$ cat config.mk
export PLATFORM = sky130hd
export DESIGN_NAME = sdram_init_monitor
export DESIGN_NICKNAME = d
export VERILOG_FILES = /design/src/rtl/sdram_init_monitor.sv
export SDC_FILE = /design/constraint.sdc
export NUM_CORES = 1
export LEC_CHECK = 0
export ABC_AREA = 1
export CAP_MARGIN = 15
export CORE_ASPECT_RATIO = 1.2
export CORE_MARGIN = 2
export CORE_UTILIZATION = 50
export DETAILED_ROUTE_END_ITERATION = 10
export PLACE_DENSITY = 0.76
export SLEW_MARGIN = 20
export SYNTH_ARGS = -nofsm -noshare
export SYNTH_HDL_FRONTEND = slang
export SYNTH_SLANG_ARGS = --single-unit
$ cat constraint.sdc
create_clock -name sdram_clk -period 1.9 [get_ports sdram_clk]
set_input_delay 0.38 -clock sdram_clk [delete_from_list [all_inputs] [get_ports sdram_clk]]
set_output_delay 0.38 -clock sdram_clk [all_outputs]
set_load 0.02 [all_outputs]
$ cat src/rtl/sdram_init_monitor.sv
// Passive checker for the SDRAM power-up command sequence (NOP hold, PRECHARGE,
// N x AUTO-REFRESH, optional LOAD MODE REGISTER), sampling the command pins on the falling edge.
module sdram_init_monitor #(
   parameter int unsigned NOP_MIN_CYC  = 500,
   parameter int unsigned STEP_MAX_GAP = 100,
   parameter int unsigned NUM_AREF     = 2,
   parameter int unsigned T_RFC        = 8,
   parameter int unsigned CHECK_LMR    = 1,
   parameter int unsigned SDR_ADDR_W   = 13
) (
   input  logic                  sdram_clk,
   input  logic                  sdram_resetn,
   input  logic                  sdr_cs_n,
   input  logic                  sdr_ras_n,
   input  logic                  sdr_cas_n,
   input  logic                  sdr_we_n,
   input  logic [SDR_ADDR_W-1:0] sdr_addr,
   output logic                  init_done,
   output logic                  init_err,
   output logic [2:0]            err_code,
   output logic [3:0]            aref_cnt,
   output logic [SDR_ADDR_W-1:0] mode_reg
);

   localparam int unsigned NOP_W   = (NOP_MIN_CYC > 1) ? $clog2(NOP_MIN_CYC + 1) : 1;
   localparam int unsigned GAP_MAX = (STEP_MAX_GAP + 1 > T_RFC) ? STEP_MAX_GAP + 1 : T_RFC;
   localparam int unsigned GAP_W   = $clog2(GAP_MAX + 1);

   localparam logic [NOP_W-1:0] NOP_LAST  = NOP_W'(NOP_MIN_CYC - 1);
   localparam logic [GAP_W-1:0] GAP_LIMIT = GAP_W'(STEP_MAX_GAP);
   localparam logic [GAP_W-1:0] RFC_MIN   = GAP_W'(T_RFC - 1);
   localparam logic [3:0]       AREF_TGT  = 4'(NUM_AREF);

   localparam logic [2:0] ERR_EARLY   = 3'd1;
   localparam logic [2:0] ERR_WRONG   = 3'd2;
   localparam logic [2:0] ERR_TIMEOUT = 3'd3;
   localparam logic [2:0] ERR_TRFC    = 3'd4;
   localparam logic [2:0] ERR_ILLEGAL = 3'd5;

   typedef enum logic [2:0] {
      S_NOP_WAIT, S_WAIT_PRE, S_WAIT_AREF, S_WAIT_LMR, S_DONE, S_ERR
   } state_t;

   typedef enum logic [2:0] {
      C_NOP, C_PRE, C_AREF, C_LMR, C_ILL
   } cmd_t;

   state_t                  state_q, state_d;
   cmd_t                    cmd, cmd_prev_q, cmd_prev_d;
   logic [NOP_W-1:0]        nop_cnt_q, nop_cnt_d;
   logic [GAP_W-1:0]        gap_cnt_q, gap_cnt_d;
   logic [3:0]              aref_cnt_q, aref_cnt_d;
   logic [2:0]              err_code_q, err_code_d;
   logic [SDR_ADDR_W-1:0]   mode_reg_q, mode_reg_d;
   logic [3:0]              aref_inc;
   logic                    new_cmd;

   always_comb begin
      cmd = C_ILL;
      if (sdr_cs_n) begin
         cmd = C_NOP;
      end else begin
         case ({sdr_ras_n, sdr_cas_n, sdr_we_n})
            3'b111:  cmd = C_NOP;
            3'b010:  cmd = C_PRE;
            3'b001:  cmd = C_AREF;
            3'b000:  cmd = C_LMR;
            default: cmd = C_ILL;
         endcase
      end
   end

   // A non-NOP that repeats the previous cycle's command is the same command held, not a new one.
   assign new_cmd  = (cmd != C_NOP) && (cmd != cmd_prev_q);
   assign aref_inc = (aref_cnt_q == 4'hF) ? 4'hF : aref_cnt_q + 4'd1;

   always_comb begin
      state_d    = state_q;
      cmd_prev_d = cmd;
      nop_cnt_d  = nop_cnt_q;
      gap_cnt_d  = gap_cnt_q;
      aref_cnt_d = aref_cnt_q;
      err_code_d = err_code_q;
      mode_reg_d = mode_reg_q;

      case (state_q)
         S_NOP_WAIT: begin
            if (cmd == C_ILL) begin
               state_d    = S_ERR;
               err_code_d = ERR_ILLEGAL;
            end else if (cmd != C_NOP) begin
               state_d    = S_ERR;
               err_code_d = ERR_EARLY;
            end else begin
               nop_cnt_d = nop_cnt_q + 1'b1;
               if (nop_cnt_q == NOP_LAST) begin
                  state_d   = S_WAIT_PRE;
                  gap_cnt_d = '0;
               end
            end
         end

         S_WAIT_PRE, S_WAIT_AREF, S_WAIT_LMR: begin
            if (cmd == C_ILL) begin
               state_d    = S_ERR;
               err_code_d = ERR_ILLEGAL;
            end else if (cmd == C_NOP) begin
               // The NOP that would push the gap past the limit is itself the timeout.
               if (gap_cnt_q >= GAP_LIMIT) begin
                  state_d    = S_ERR;
                  err_code_d = ERR_TIMEOUT;
               end else begin
                  gap_cnt_d = gap_cnt_q + 1'b1;
               end
            end else if (new_cmd) begin
               state_d    = S_ERR;
               err_code_d = ERR_WRONG;
               if (state_q == S_WAIT_PRE && cmd == C_PRE) begin
                  state_d    = S_WAIT_AREF;
                  err_code_d = err_code_q;
                  gap_cnt_d  = '0;
               end else if (state_q == S_WAIT_AREF && cmd == C_AREF) begin
                  if (aref_cnt_q != 4'd0 && gap_cnt_q < RFC_MIN) begin
                     err_code_d = ERR_TRFC;
                  end else begin
                     err_code_d = err_code_q;
                     aref_cnt_d = aref_inc;
                     gap_cnt_d  = '0;
                     state_d    = S_WAIT_AREF;
                     if (aref_inc == AREF_TGT) begin
                        state_d = (CHECK_LMR != 0) ? S_WAIT_LMR : S_DONE;
                     end
                  end
               end else if (state_q == S_WAIT_LMR && cmd == C_LMR) begin
                  state_d    = S_DONE;
                  err_code_d = err_code_q;
                  mode_reg_d = sdr_addr;
                  gap_cnt_d  = '0;
               end
            end
         end

         default: begin
            state_d = state_q;
         end
      endcase
   end

   always_ff @(negedge sdram_clk or negedge sdram_resetn) begin
      if (!sdram_resetn) begin
         state_q    <= S_NOP_WAIT;
         cmd_prev_q <= C_NOP;
         nop_cnt_q  <= '0;
         gap_cnt_q  <= '0;
         aref_cnt_q <= '0;
         err_code_q <= '0;
         mode_reg_q <= '0;
      end else begin
         state_q    <= state_d;
         cmd_prev_q <= cmd_prev_d;
         nop_cnt_q  <= nop_cnt_d;
         gap_cnt_q  <= gap_cnt_d;
         aref_cnt_q <= aref_cnt_d;
         err_code_q <= err_code_d;
         mode_reg_q <= mode_reg_d;
      end
   end

   assign init_done = (state_q == S_DONE);
   assign init_err  = (state_q == S_ERR);
   assign err_code  = err_code_q;
   assign aref_cnt  = aref_cnt_q;
   assign mode_reg  = mode_reg_q;

endmodule

# == Yosys cells after proc, flatten, opt, wreduce, memory -nomap -nowiden ==
# Index checks and enable logic that the tools add are counted.
# totals
inputBits,19
word_cells,106
output_inout_bits,22
ff_bits,42
# op_classes
bitwise_logic,6
n_reduce_logical,18
n_mux,39
eq_ne,31
order_cmp,2
add_sub_neg,3
# ops
op,count
two-way mux 7 bit,11
two-way mux 3 bit,21
AND reduction 7 bit,3
!= test 5 bit (second input constant),4
!= test 4 bit (second input constant),4
== test 3 x 2 -> 1 bit (second input constant),5
case mux 7 bit (2 select lines),1
== test 3 bit (second input constant),4
case mux 3 bit (2 select lines),2
case mux 3 bit (4 select lines),1
adder 9 x 1 -> 9 bit (second input constant),1
== test 3 x 1 -> 1 bit (second input constant),3
== test 9 bit (second input constant),1
zero test 3 bit,3
!= test 3 bit (second input constant),3
AND reduction 9 bit,1
!= test 2 bit (second input constant),4
adder 7 x 1 -> 7 bit (second input constant),1
>= comparator 7 bit (second input constant),1
< comparator 7 x 3 -> 1 bit (second input constant),1
NOT 1 bit,6
logical AND 1 bit,5
adder 4 x 1 -> 4 bit (second input constant),1
== test 4 x 2 -> 1 bit (second input constant),1
other kinds (10),11

# == Logic depth before layout (Yosys ltp) ==
# Gate-level depths: netlist of run 1.
# logic_depth
word_depth,12
ltp_mapped,11
depth_no_buf,10

==> results of run 1 <==
## through the flow
| stage | setup WS (ns) | hold WS (ns) | util | instances | power, uW |
|---|---|---|---|---|---|
| 6_report | -0.570 | 0.422 | 0.853 | 472 | 1740 |
| 5_1_grt | -0.600 | 0.434 | 0.853 | 472 | 1810 |
| 4_1_cts | -0.537 | 0.432 | 0.827 | 462 | 1730 |
| 3_5_place_dp | -1.15 | 0.425 | 0.690 | 425 | 1140 |
| 3_3_place_gp | -1.09 | 0.420 | 0.690 | 425 | 1140 |
| 2_1_floorplan | -0.461 | 0.399 | - | 298 | 1010 |
## worst max-delay path by stage
stage | startpoint | end | slack (ns) | depth (start not counted)
3_5_place_dp | sdr_cs_n | mode_reg[3] | -1.15 | 11
2_1_floorplan | sdr_ras_n | mode_reg[3] | -0.46 | 9
6_report | state_q[1] | init_err | -0.57 | 3
4_1_cts | state_q[1] | init_err | -0.54 | 3
5_1_grt | state_q[1] | init_err | -0.60 | 3
3_3_place_gp | sdr_cas_n | gap_cnt_q[0] | -1.09 | 10
## cells by family after synthesis
logic type      after synthesis  share of synthesized area
compound gates               21                     0.0544
mux                           1                    0.00467
flops                        42                      0.435
xor+xnor                     11                     0.0399
simple gates                163                      0.345
fa+ha+maj                     5                     0.0259
buf+inv                      55                     0.0949
## cells in the mapped netlist (2+ instances only)
cell	number	area share
a21oi_1	2	0.0041
dfrtn_1	42	0.44
ha_1	5	0.026
inv_1	48	0.075
inv_2	3	0.0047
nand2_1	79	0.12
nand2_2	11	0.029
nand2_4	2	0.0093
nand3_1	18	0.037
nand3_2	6	0.025
nand3b_1	2	0.0062
nand4_1	12	0.031
nor2_1	19	0.030
nor2_2	5	0.013
nor2_4	2	0.0093
nor3_1	3	0.0062
o21ai_0	6	0.012
o21ai_1	6	0.012
o21ai_2	7	0.025
xnor2_1	2	0.0073
xor2_1	9	0.033
## power by group through the flow
| stage | clock, uW | combinational [uW] | sequential [uW] |
|---|---|---|---|
| 2_1_floorplan | 0 | 78.8 | 936 |
| 3_5_place_dp | 0 | 208 | 930 |
| 6_report | 571 | 258 | 915 |
| 5_1_grt | 614 | 278 | 915 |
| 4_1_cts | 566 | 248 | 914 |
| 3_3_place_gp | 0 | 206 | 930 |
## cell type report
type / count / area (sq um) / area share
multi-input cells: 201 / 1460 / 0.369
flip-flops and latches: 42 / 1050 / 0.266
inverters: 52 / 206 / 0.0523
clock inverters: 2 / 10.0 / 0.00254
repair buffers: 112 / 1080 / 0.274
clock buffers: 5 / 68.8 / 0.0174
well taps: 58 / 72.6 / 0.0184
## routing by layer
layer  up-vias  part of all wire  track usage
li1       1161                 -            -
met1      1163              0.41        0.316
met2        54              0.53        0.460
met3        16             0.032       0.0448
met4         0             0.027        0.104
met5         -                 0            0
## repair_timing
action	4_1_cts	5_1_grt
resized for setup	209	38
cloned	3	0
setup endpoints to repair	64	61
setup buffers	29	18
pin swaps	29	32
==> results.cfg, run 1 <==
[outcome]
outcome = finished, violations left
violations = setup timing

[critical_path]
worstPathCellList = buf_6 -> nor3_4 -> buf_6
end_kind = output port
worstSetupStartpointType = register
critPathBufInv = 2
cp_common_cell = buf_6
rrSetupSlack_ns = -0.32
critical_path_class = reg2out
cpPeakStageDelay_ns = 0.37
r2r_start = state_q[1]
critPathTopFamily = flip-flops
rr_worst_depth = 14
r2r_end = mode_reg[0]
arrival_ns = 2.09
cp_max_fo = 2
crit_slowest_cell = dfrtn_1
cp.required_ns = 1.52

[final_layout]
fillers = 243
layout_common_cells = 53 x nand2_1, 53 x buf_4, 43 x inv_1
diodes = 0
syn2layout_area_growth_pct = 63.5
fin_nets = 438
drive_gt1_frac = 0.488
design_area_sq_um = 3950
largest_reg_flops = 13

[flow_run]
max-cap-violations = 0

[yosys]
avgSynthCellArea_sq_um = 8.10
ys_seq_area_frac = 0.435
ys_async_sr_fraction = 1.00
synthDistinctLibCells = 30
synth_cells = 298
synth_edf_count = 0
syn_area_sq_um = 2410
synth_ff_type = dfrtn_1
yosys_warnings = 0
ys_ff_latch = 42
syn-num-nets = 322

[global_routing]
grt_pass1_wl_microns = 10700
overflow = 0
grt_max_degree = 43
antenna_found_initial = 0
grt_pass1_vias = 2326
grt_use_total = 0.263

[power_and_ir_drop]
p_leak_uw = 0.00201
clockPowerShare = 0.327
p_sw_frac = 0.264
pwr-share-seq = 0.525
power.switching_uw = 461
p_int_uw = 1280
p_comb_frac = 0.148
ir_drop_mv = 0.501
p_per_area_nw_per_um2 = 442

[route]
vias = 2394
post_drt_wl_per_cell_microns = 14.8
dr.pass1.iters = 5
drc_errors = 0
ant_nets = 0
drt_iter0_drc = 110
via_per_inst = 5.07
totalWireLength_microns = 7000

[sta]
hold_violations = 0
setup_slack_ns = -0.570
setup-violations-final = 61
fin_skew_ns = 0.00377
slew_violations = 0
relSlewSlack = 0.727
tightestPinTransition_ns = 0.405
setup_tns_ns = -20.30
rsz0062_at_grt = yes

[clock_network]
path_clk_slew_ns = 0.06
numClockSinks = 42
tritoncts = done
clock_path_buffers = 2
cts_hold_buf = 0
ctsRootBufferMaster = clkbuf_8
clock_latency_ns = 0.30
numCtsBuffers = 5
h-tree-depth = 2

[hold_path]
hold_path_class = reg2reg
min-delay-start = nop_cnt_q[8]
whs_path_depth = 1
hold_end = nop_cnt_q[8]

[floorplan]
die_y_microns = 80.1
die_w_microns = 67.4
start_util = 0.521
row_count = 27
die-area_sq_um = 5400
design.core.area_sq_um = 4630
io-pin-count = 41

[placement]
dp_hpwl_microns = 3680
globalplace.congestion = 0.831
io_buffer_count = 40
dpl_cell_area_sq_um = 3200
Note: power is estimated with default switching activity, not from simulation.
==> inputs of run 2 (changes only) <==
--- a/config.mk
+++ b/config.mk
@@ -8,2 +8,3 @@
 export ABC_AREA = 1
+export ABC_CLOCK_PERIOD_IN_PS = 1900
 export CAP_MARGIN = 15
--- a/constraint.sdc
+++ b/constraint.sdc
@@ -3,2 +3,2 @@
 set_output_delay 0.38 -clock sdram_clk [all_outputs]
-set_load 0.02 [all_outputs]
+set_load 0.01 [all_outputs]
==> run 2 against run 1 <==
Against the previous run:
- the run still ends with setup timing left
- die area is the same
- critical path depth is the same
- flip-flop and latch count is the same
- critical endpoint unchanged
- setup slack gained 0.026 ns
- cell count shrank 1.1%
- combinational power is essentially flat
- via count grew 0.33%
- wire length shrank 0.34%
- sequential share of layout area grew 0.70 points
- largest power group unchanged
- design area shrank 2.6%
- sequential power is essentially flat
- critical path type unchanged
==> results.cfg, run 2 (same netlist as run 1, synthesis figures left out) <==
[outcome]
outcome = finished, violations left
violations = setup timing

[clock_network]
ctsRootBufferMaster = clkbuf_8
path_clk_slew_ns = 0.06
numCtsBuffers = 5
numClockSinks = 42
h-tree-depth = 2
clock_latency_ns = 0.30
tritoncts = done
clock_path_buffers = 2
cts_hold_buf = 0

[critical_path]
cp_max_fo = 3
worstPathCellList = inv_2 -> nor3_4 -> buf_2
crit_slowest_cell = dfrtn_1
end_kind = output port
rrSetupSlack_ns = 0.05
worstSetupStartpointType = register
cp.required_ns = 1.52
r2r_start = state_q[0]
rr_worst_depth = 11
r2r_end = mode_reg[8]
cpPeakStageDelay_ns = 0.43
critical_path_class = reg2out
arrival_ns = 2.06

[route]
dr.pass1.iters = 4
totalWireLength_microns = 6980
drc_errors = 0
vias = 2402
via_per_inst = 5.14
post_drt_wl_per_cell_microns = 14.9
ant_nets = 0
drt_iter0_drc = 178

[final_layout]
largest_reg_flops = 13
layout_common_cells = 57 x nand2_1, 51 x buf_4, 42 x inv_1, 42 x dfrtn_1, 19 x buf_2
final_common_cell = nand2_1
diodes = 0
fin_util = 0.831
fin_nets = 433
syn2layout_area_growth_pct = 59.3
drive_gt1_frac = 0.465

[power_and_ir_drop]
p_per_area_nw_per_um2 = 499
total_power_uw = 1920
p_sw_frac = 0.243
ir_drop_mv = 0.461
p_leak_uw = 0.00200
p_int_uw = 1450
clockPowerShare = 0.390
pwr-share-seq = 0.476
power.switching_uw = 466
p_comb_frac = 0.134

[sta]
relSlewSlack = 0.733
setup-violations-final = 61
hold_violations = 0
setup_slack_ns = -0.543
tightestPinTransition_ns = 0.400
fin_skew_ns = 0.00583
rsz0062_at_grt = yes
slew_violations = 0

[floorplan]
die_y_microns = 80.1
die_w_microns = 67.4
io-pin-count = 41
die-area_sq_um = 5400
start_util = 0.521
row_count = 27
design.core.area_sq_um = 4630

[global_routing]
grt_use_total = 0.263
gr-usage-met3 = 0.0546
grt_use_met2 = 0.464
use_met1 = 0.305
grt_pass1_wl_microns = 10800
top_usage_layer = met2
overflow = 0
antenna_found_initial = 0
grt_pass1_vias = 2434
grt_max_degree = 43

[placement]
globalplace.congestion = 0.895
dp_hpwl_microns = 3790
io_buffer_count = 40

[hold_path]
min-delay-start = err_code[2]
hold_end = err_code[2]
hold_path_class = reg2reg
whs_path_depth = 2

[flow_run]
max-cap-violations = 0
## run 2: worst max-delay path by stage
stage | end | from | depth (start not counted) | slack (ns)
3_5_place_dp | gap_cnt_q[3] | sdr_ras_n | 10 | -1.14
2_1_floorplan | mode_reg[3] | sdr_ras_n | 9 | -0.46
4_1_cts | init_err | state_q[1] | 3 | -0.54
3_3_place_gp | gap_cnt_q[6] | sdr_ras_n | 10 | -1.09
6_report | init_err | state_q[0] | 3 | -0.54
5_1_grt | init_err | state_q[0] | 3 | -0.59
## run 2: power by group through the flow
stage | registers (uW) | logic (uW) | clock network, uW
floorplan | 932 | 76.0 | 0
global placement | 930 | 189 | 0
detailed placement | 930 | 192 | 0
CTS | 914 | 223 | 749
global route | 915 | 278 | 788
finish | 914 | 257 | 748
## run 2: per-layer routing
layer | share of wire | up-vias
met3 | 0.040 | 22
met4 | 0.033 | 0
met1 | 0.39 | 1157
li1 | - | 1149
met5 | 0 | -
met2 | 0.54 | 74
## run 2: area by class of cell
cell class	instances	area [sq um]
clock buffers	6	82.6
clock inverters	1	30.0
fillers	244	783
inverters	52	206
multi-input cells	201	1450
flip-flops and latches	42	1050
well taps	58	72.6
repair buffers	107	955
## run 2: repair_timing
item / in CTS / in global routing
pin swaps: 21 / 20
gates cloned: 2 / 1
gates resized for setup: 161 / 35
buffers inserted: 22 / 12
endpoints found under the setup margin: 64 / 61
## run 2: worst max-delay path, delay by kind of cell, from the launching register on
kind | cells | cell delay [ns]
DFF | 1 | 0.43
and+or+nand+nor | 1 | 0.15
buffers and inverters | 2 | 0.24
## run 2: per-stage QoR
| step | cell area, sq um | setup WS [ns] | setup TNS (ns) | hold WS, ns | instances |
|---|---|---|---|---|---|
| 2_1_floorplan | 2480 | -0.461 | -14.55 | 0.399 | 298 |
| 3_3_place_gp | 3200 | -1.09 | -50.41 | 0.415 | 427 |
| 3_5_place_dp | 3200 | -1.14 | -51.71 | 0.423 | 427 |
| 4_1_cts | 3610 | -0.535 | -18.90 | 0.421 | 456 |
| 5_1_grt | 3840 | -0.588 | -23.99 | 0.429 | 467 |
| 6_report | 3840 | -0.543 | -21.15 | 0.418 | 467 |
==> inputs of run 3 (changes only) <==
- ABC_AREA: 1 -> not set
- PLACE_DENSITY: 0.76 -> 0.77
- SKIP_LAST_GASP: not set -> 1
==> run 3 against run 2 <==
Against the previous run:
- the run still ends with setup timing left
- sequential power increased by 0.5%
- sequential share of layout area is 0.85 points higher
- core utilization up 3.8 points
- clock skew is 0.0014 ns higher
- die area down 6.6%
- highest routed layer unchanged
- combinational power shrank 4%
- first-iteration DRC count shrank 5.6%
- synthesized cell count fell by 33%
- design area down 3.0%
- power is 7.5% lower
- via count fell by 8.9%
==> results.cfg, run 3 <==
[outcome]
outcome = finished, violations left
violations = setup timing

[floorplan]
die-area_sq_um = 5050
io-pin-count = 41
die_y_microns = 77.4
row_count = 26
die_w_microns = 65.2
start_util = 0.523
design.core.area_sq_um = 4290

[sta]
fin_skew_ns = 0.00724
rsz0062_at_grt = yes
hold_violations = 0
setup_slack_ns = -0.915
setup-violations-final = 62
tightestPinTransition_ns = 0.480
relSlewSlack = 0.676
slew_violations = 0

[clock_network]
h-tree-depth = 2
cts_hold_buf = 0
path_clk_slew_ns = 0.06
tritoncts = done
clock_latency_ns = 0.30
ctsRootBufferMaster = clkbuf_8
numClockSinks = 42
clock_path_buffers = 2
numCtsBuffers = 5

[route]
post_drt_wl_per_cell_microns = 18.8
drt_iter0_drc = 168
vias = 2189
drc_errors = 0
dr.pass1.iters = 5
via_per_inst = 5.60
ant_nets = 0
totalWireLength_microns = 7340

[final_layout]
final_common_cell = buf_4
layout_common_cells = 83 x buf_4, 42 x dfrtn_1, 21 x buf_2
fin_util = 0.868
syn2layout_area_growth_pct = 66.0
diodes = 0
fin_nets = 358
largest_reg_flops = 13
drive_gt1_frac = 0.546
design_area_sq_um = 3730

[yosys]
ys_seq_area_frac = 0.468
ys_async_sr_fraction = 1.00
synthDistinctLibCells = 52
synth_top_area_frac = 0.468
syn-num-nets = 225
synth_cells = 201
synth_area_leaders = dfrtn_1 47%, mux2_4 6.7%, mux2_2 3.5%
synth_largest_area_cell = dfrtn_1
yosys_warnings = 0
avgSynthCellArea_sq_um = 11.2
syn_area_sq_um = 2250
synth_edf_count = 0
synth_ff_type = dfrtn_1
yosysMostFrequentCell = dfrtn_1
yosys-top-cells-count = 42 x dfrtn_1, 14 x nand2_1, 10 x inv_1, 10 x mux2_4, 10 x nor2_1
ys_ff_latch = 42

[global_routing]
grt_use_total = 0.262
overflow = 0
grt_pass1_wl_microns = 10200
grt_max_degree = 43
grt_pass1_vias = 2178
antenna_found_initial = 0

[placement]
globalplace.congestion = 0.839
dp_hpwl_microns = 3820
place_ws_ns = -1.70
io_buffer_count = 40
dpl_cell_area_sq_um = 3220

[critical_path]
cp_max_fo = 6
worstPathCellList = buf_8 -> buf_4 -> nand3b_1 -> a211oi_2 -> a211oi_4 -> nor4_4 -> clkbuf_16 -> mux2_4
rrSetupSlack_ns = -0.51
end_kind = register
r2r_end = aref_cnt[3]
critical_path_class = in2reg
cp.required_ns = 1.10
r2r_start = aref_cnt[0]
worstSetupStartpointType = input port
rr_worst_depth = 10
arrival_ns = 2.02
cpPeakStageDelay_ns = 0.30
crit_slowest_cell = a211oi_2

[flow_run]
max-cap-violations = 0

[hold_path]
hold_path_class = reg2reg
min-delay-start = nop_cnt_q[5]
hold_end = nop_cnt_q[5]
whs_path_depth = 1

[power_and_ir_drop]
p_leak_uw = 0.00182
p_per_area_nw_per_um2 = 476
ir_drop_mv = 0.369
[run 3: routing by layer]
layer  track usage  share of wire
met4        0.0833          0.031
met2         0.469           0.54
met3        0.0464          0.054
met5             0              0
met1         0.314           0.38
[run 3: what timing repair did]
action / CTS / global route
gates resized for setup: 140 / 20
buffers inserted: 26 / 11
setup endpoints to repair: 64 / 62
cloned: 1 / 0
pin swaps: 18 / 11
[run 3: how the worst max path moves through the flow]
stage                          from           end  cells past startpoint
after floorplan           sdr_cas_n  mode_reg[10]                      7
after global placement    sdr_cas_n   aref_cnt[0]                      7
after detailed placement   sdr_we_n   mode_reg[9]                      7
after CTS                 sdr_ras_n   mode_reg[3]                      7
after global routing      sdr_ras_n  mode_reg[12]                      8
final                     sdr_ras_n  mode_reg[12]                      8
[run 3: cell families after synthesis]
| logic type | synth area share |
|---|---|
| mux | 0.131 |
| xor+xnor | 0.0390 |
| compound gates | 0.115 |
| fa+ha+maj | 0.0279 |
| buf+inv | 0.0357 |
| flops | 0.468 |
| simple gates | 0.184 |
[run 3: power by group]
group	internal [uW]	switching [uW]	leakage, uW	total [uW]
Clock	292	319	0.0000472	611
Sequential	910	8.44	0.000561	919
Combinational	131	115	0.00121	247
Total	1330	442	0.00182	1780
[run 3: per-stage QoR]
step / hold slack, ns / TNS [ns] / cells / power [uW]
6_report: 0.457 / -36.14 / 391 / 1780
3_5_place_dp: 0.426 / -68.69 / 349 / 1120
3_3_place_gp: 0.414 / -67.20 / 349 / 1110
5_1_grt: 0.479 / -38.59 / 391 / 1840
4_1_cts: 0.443 / -35.54 / 383 / 1760
2_1_floorplan: 0.399 / -29.63 / 201 / 1010
[run 3: cell type report]
cell class                      count  area, sq um
Timing Repair Buffer              133         1070
Fill cell                         207          566
Inverter                           10         37.5
Clock inverter                      2         12.5
Multi-Input combinational cell    142         1400
Sequential cell                    42         1050
Tap cell                           56         70.1
Clock buffer                        6         82.6
[run 3: critical path, delay by kind of cell]
| family | cells | cell delay, ns |
|---|---|---|
| mux | 1 | 0.30 |
| simple gates | 2 | 0.46 |
| buf+inv | 3 | 0.47 |
| compound gates | 2 | 0.40 |
